===== config.mk =====
export PLATFORM = sky130hd
export DESIGN_NAME = cpu_ctrl_fsm
export DESIGN_NICKNAME = d
export VERILOG_FILES = /design/src/rtl/cpu_ctrl_fsm.sv
export SDC_FILE = /design/constraint.sdc
export NUM_CORES = 1
export LEC_CHECK = 0
export ABC_AREA = 1
export BUFFER_PORTS_ARGS = -buffer_cell sky130_fd_sc_hd__buf_2
export CAP_MARGIN = 30
export CORE_UTILIZATION = 41
export CTS_CLUSTER_DIAMETER = 40
export DETAILED_ROUTE_END_ITERATION = 7
export PLACE_DENSITY = 0.67
export SYNTH_ARGS = -nofsm -noshare
export SYNTH_HDL_FRONTEND = slang
export SYNTH_SLANG_ARGS = --single-unit

===== constraint.sdc =====
create_clock -name clk -period 2.6 [get_ports clk]
set_clock_uncertainty 0.05 [all_clocks]
set_input_delay 0.39 -clock clk [delete_from_list [all_inputs] [get_ports clk]]
set_output_delay 0.39 -clock clk [all_outputs]
set_load 0.02 [all_outputs]

===== src/rtl/cpu_ctrl_fsm.sv =====
// Multi-cycle control unit for the 8-bit datapath: fetch, decode, execute,
// immediate and write-back sequencing, with the program counter and ALU flags.
module cpu_ctrl_fsm #(
  parameter logic [7:0] RESET_PC = 8'h00
) (
  input  logic       clk,
  input  logic       rst,
  input  logic [7:0] mem_data,
  input  logic       alu_zero,
  input  logic       alu_carry,
  output logic [7:0] pc,
  output logic [7:0] ir,
  output logic [2:0] alu_op,
  output logic [1:0] rd_addr_a,
  output logic [1:0] rd_addr_b,
  output logic       reg_we,
  output logic [1:0] reg_waddr,
  output logic       reg_wsel,
  output logic [7:0] imm,
  output logic       flag_z,
  output logic       flag_c,
  output logic       halted
);

  typedef enum logic [2:0] {
    S_FETCH  = 3'd0,
    S_DECODE = 3'd1,
    S_EXEC   = 3'd2,
    S_IMM    = 3'd3,
    S_WB     = 3'd4,
    S_HALT   = 3'd5
  } state_t;

  localparam logic [2:0] OP_LDI = 3'b110;
  localparam logic [2:0] OP_JMP = 3'b111;

  state_t state;

  // 8-bit modulo increment; wrap from 8'hFF to 8'h00 is intentional.
  function automatic logic [7:0] pc_inc(input logic [7:0] cur);
    return cur + 8'd1;
  endfunction

  logic [2:0] opcode;
  assign opcode = ir[7:5];

  always_ff @(posedge clk) begin
    if (rst) begin
      state  <= S_FETCH;
      pc     <= RESET_PC;
      ir     <= 8'h00;
      imm    <= 8'h00;
      flag_z <= 1'b0;
      flag_c <= 1'b0;
    end else begin
      case (state)
        S_FETCH: begin
          ir    <= mem_data;
          pc    <= pc_inc(pc);
          state <= S_DECODE;
        end
        S_DECODE: begin
          if (opcode == OP_JMP && ir[4])
            state <= S_HALT;
          else if (opcode == OP_LDI || opcode == OP_JMP)
            state <= S_IMM;
          else
            state <= S_EXEC;
        end
        S_EXEC: begin
          flag_z <= alu_zero;
          flag_c <= alu_carry;
          state  <= S_WB;
        end
        S_IMM: begin
          if (opcode == OP_LDI) begin
            imm   <= mem_data;
            pc    <= pc_inc(pc);
            state <= S_WB;
          end else begin
            // JZ: operand byte is the target; a not-taken branch still skips it
            pc    <= flag_z ? mem_data : pc_inc(pc);
            state <= S_FETCH;
          end
        end
        S_WB:    state <= S_FETCH;
        S_HALT:  state <= S_HALT;
        default: state <= S_FETCH;
      endcase
    end
  end

  // ir is stable from DECODE through WB, so these stay valid for the ALU and regfile
  assign alu_op    = ir[7:5];
  assign rd_addr_a = ir[3:2];
  assign rd_addr_b = ir[1:0];
  assign reg_waddr = ir[3:2];
  assign reg_wsel  = (opcode == OP_LDI);
  assign reg_we    = (state == S_WB) && !rst;
  assign halted    = (state == S_HALT);

endmodule

Word level (Yosys, flattened, before mapping)

Index checks and enable logic that the tools add are counted.

Add/subtract/negate cells: 1
Eq/ne operators: 7
Muxes and demuxes: 7
Reduce and logical (&&, ||, !) cells: 7

Operators by type and width:

| operator                                                         | number |
|---|---|
| 8-bit two-way mux                                                | 2 |
| 8-bit one-hot mux with 2 select lines                            | 1 |
| 3-bit one-hot mux with 5 select lines                            | 1 |
| 3-bit == test (second input constant)                            | 4 |
| 8-bit by 1-bit adder with 8-bit output (second input constant)   | 1 |
| 3-bit by 2-bit == test with 1-bit output (second input constant) | 2 |
| 3-bit two-way mux                                                | 2 |
| 3-bit by 1-bit == test with 1-bit output (second input constant) | 1 |
| 3-bit zero test                                                  | 1 |
| 1-bit logical AND                                                | 2 |
| 2-bit AND reduction                                              | 1 |
| 2-bit nonzero test                                               | 1 |
| 1-bit zero test                                                  | 1 |
| 1-bit logical OR                                                 | 1 |
| 1-bit two-way mux                                                | 1 |

Register bits: 29
Input bits: 12
Output and inout port bits: 38

Longest topological paths before layout

Depth in word-level cells: 5
Mapped depth: 8
Gate-level depth less buffers: 8

Worst setup path before layout

Ideal clock, no wire load.

Path type: register to output
Start point: register state[2]
End point: output port reg_we
Arrival time: 1207 ps
Required time: 2160 ps
Slack: 953 ps
Cell stages (with the launch flop): 3
Buffers on the path: 0
Path through: dfxtp_1 inv_2 nor4_1

Word-level cells in the longest chain between the ends: 2

RTL lines:

| element                | RTL line | RTL |
|---|---|---|
| start, declared        | 37       | `state_t state;` |
| start signal, assigned | 49       | `state <= S_FETCH;` |
| start signal, assigned | 60       | `state <= S_DECODE;` |
| start signal, assigned | 64       | `state <= S_HALT;` |
| 3-bit == test          | 99       | `assign reg_we = (state == S_WB) && !rst;` |
| 1-bit logical AND      | 99       |  |
| end, declared          | 16       | `output logic reg_we,` |

No other way between the ends.

Worst setup path after layout

Start point: register ir[6]
End point: output port reg_wsel

Word-level cells in the longest chain between the ends: 1

RTL lines:

| element                | RTL line | RTL |
|---|---|---|
| start, declared        | 12       | `output logic [7:0] ir,` |
| start signal, assigned | 58       | `ir <= mem_data;` |
| 3-bit == test          | 98       | `assign reg_wsel = (opcode == OP_LDI);` |
| end, declared          | 18       | `output logic reg_wsel,` |

No other way between the ends.

==> impl_metrics.yaml <==
critical_path:
  criticalPathCategory: "register to output pin"
  critPathLaunchType: "register"
  cp.arrival_ps: 1340
  endpoint_kind: "output pin"
  crit_required_ps: 2160
  reg2reg_slack_ps: 1050
  crit_fanout: 6
timing:
  slew_headroom_pct: 52.5
  fin_crit_sh_pct: 68.4
  setup_tns_ps: 0
  setup-violations-final: 0
  finalHoldViolCount: 0
  max_freq_mhz: 562
  worst_hold_slack_ps: 185
  grt_setup_unrepaired: "no"
  fin_crit_ps: 1780
  tightest_slew_ps: 711
  slew_violations: 0
floorplan:
  die_y_um: 62.5
  core_mm2: 0.00342
  initial_core_util_pct: 44.0
  die-area_mm2: 0.00391
  io_pins: 50
  rows: 21
  fp.dieW_um: 62.5
placed_design:
  port_buffers: 49
  postPlaceCellArea_mm2: 0.00169
  place_hpwl_um: 2320
  placedCellCount: 281
  place.gp.congestion: 0.762
power:
  powerDensity_mw_per_mm2: 734
  share_comb_of_total_power_pct: 31.7
  finalPower_w: 0.00129
  internal_power_w: 0.000797
  irDropWorstVdd_mv: 0.458
  seqPwrFrac_pct: 43.8
  switching_power_w: 0.000494
  power_leakage_nw: 0.884
  power.share.clock_pct: 24.5
  netSwitchingFraction_pct: 38.3
clocking:
  clk_path_buf_depth: 2
  clock-sinks: 29
  cts_root_buf: "clkbuf_4"
  htreeDepth: 2
  clk_latency_ps: 340
  cts_resized: 0
  postCtsHoldBufs: 0
  clk_pin_slew_ps: 90
  postCtsSetupRepairBufs: 0
  cts_tree: "yes"
  cts-buffers-inserted: 5
synth:
  synth.yosys.seq_area_share_pct: 38.7
  synth_common_cells: "dfxtp_1, nor2_1, nand2_1"
  netlist_instances: 201
  synth_warnings: 0
  ys_ff_latch: 29
  yosys.area.top_type_share_pct: 38.7
  ys.flop_type: "dfxtp_1"
  async_flop_share_pct: 0
  synth_edf_count: 0
  synth.area.top_cells: "dfxtp_1, nor2_1, o21ai_0"
  synth.distinct_cells: 27
  synth_area_mm2: 0.00150
  synth_top_area_cell: "dfxtp_1"
  syn_nets: 214
  syn_avg_cell_area_um2: 7.47
  synth_most_common_cell: "dfxtp_1"
drt:
  drt_iter0_drc: 86
  routed_wl_um: 3160
  antenna_left: 0
  drc_errors: 0
  drtPass1Iterations: 4
  wire_per_inst_um: 10.9
  route.vias.total: 1371
  via_per_inst: 4.74
final_layout:
  fin_cells: 289
  layout-drive-gt1-share_pct: 34.2
  nets: 255
  final_area_mm2: 0.00176
  syn_to_final_growth_pct: 17.1
  antenna_cells: 0
global_routing:
  grt_overflow: 0
  antenna_found_initial: 0
  grt_pass1_wl_um: 5140
  grtUsageTotal_pct: 17.1
  grt_pass1_vias: 1109
  grt_max_degree: 29
outcome:
  status: "finished, final reports clean"
flow_run:
  drv_cap: 0
min_path:
  hold_path_class: "input pin to register"
==> power by group through the flow <==
stage	Sequential, W	Clock [W]	Combinational (W)
after CTS	0.000566	0.000322	0.000413
after global routing	0.000576	0.000348	0.000449
after detailed placement	0.000576	0	0.000411
after floorplan	0.000627	0	0.000279
final	0.000565	0.000317	0.000409
after global placement	0.000575	0	0.000407
==> stage by stage <==
stage / worst slack, ps / util (%)
6_report: 820 / 51.5
5_1_grt: 723 / 51.5
4_1_cts: 812 / 51.5
3_5_place_dp: 1060 / 49.4
3_3_place_gp: 1080 / 49.4
2_1_floorplan: 953 / -
==> state kept, by name, indices dropped and copies added, names as in the netlist <==
register,count
imm,8
ir,8
flag_z,1
state,3
flag_c,1
pc,8
==> per-layer routing <==
metal  part of all wire, %  vias to the layer above  track usage, %
met5                     0                        -               0
met4                   2.1                        0            9.59
met3                   6.0                        8            4.93
met2                    44                       40            24.2
met1                    48                      588            22.9
li1                      -                      735               -
==> layout by cell type, fill, tap and decap left out, types with 3 or more instances in the layout <==
cell and n:
a21oi_1 11, inv_2 6, buf_2 49, nor2_1 27
nand2_1 24, inv_1 21, o21ai_0 20, nand4_1 5
clkbuf_4 5, o21ai_1 7, nand3_2 3, nand2_2 5
dfxtp_1 29, a21oi_2 5, nand3_1 9
==> cell families (layout without fill, tap and decap cells) <==
| family | after synthesis | after routing | share of synthesized area, % |
|---|---|---|---|
| buffers and inverters | 42 | 84 | 14.5 |
| and+or+nand+nor | 82 | 82 | 28.3 |
| adders and majority gates | 1 | 1 | 0.833 |
| xor gates and xnor gates | 1 | 1 | 0.583 |
| DFF | 29 | 29 | 38.7 |
| AOI/OAI and AO/OA | 46 | 46 | 17.2 |
==> cell type report <==
cell class | instances | area, um2
well taps | 46 | 57.6
inverters | 27 | 101
multi-input cells | 130 | 703
flip-flops and latches | 29 | 581
clock inverters | 1 | 5.00
repair buffers | 49 | 245
fillers | 358 | 1660
clock buffers | 7 | 65.1
==> path summary, 6_finish.rpt <==
path / end / depth (start not counted) / startpoint
max reg2reg: pc[6] / 7 / state[2]
max: reg_wsel / 3 / ir[6]
min: state[0] / 2 / rst
min reg2reg: flag_c / 2 / flag_c
==> critical path, cell delays in order, from the launching register on <==
cell	delay [ps]
dfxtp_1	460
nand3_2	190
inv_1	160
buf_2	180
No activity file was read; power rests on OpenSTA's default activity.
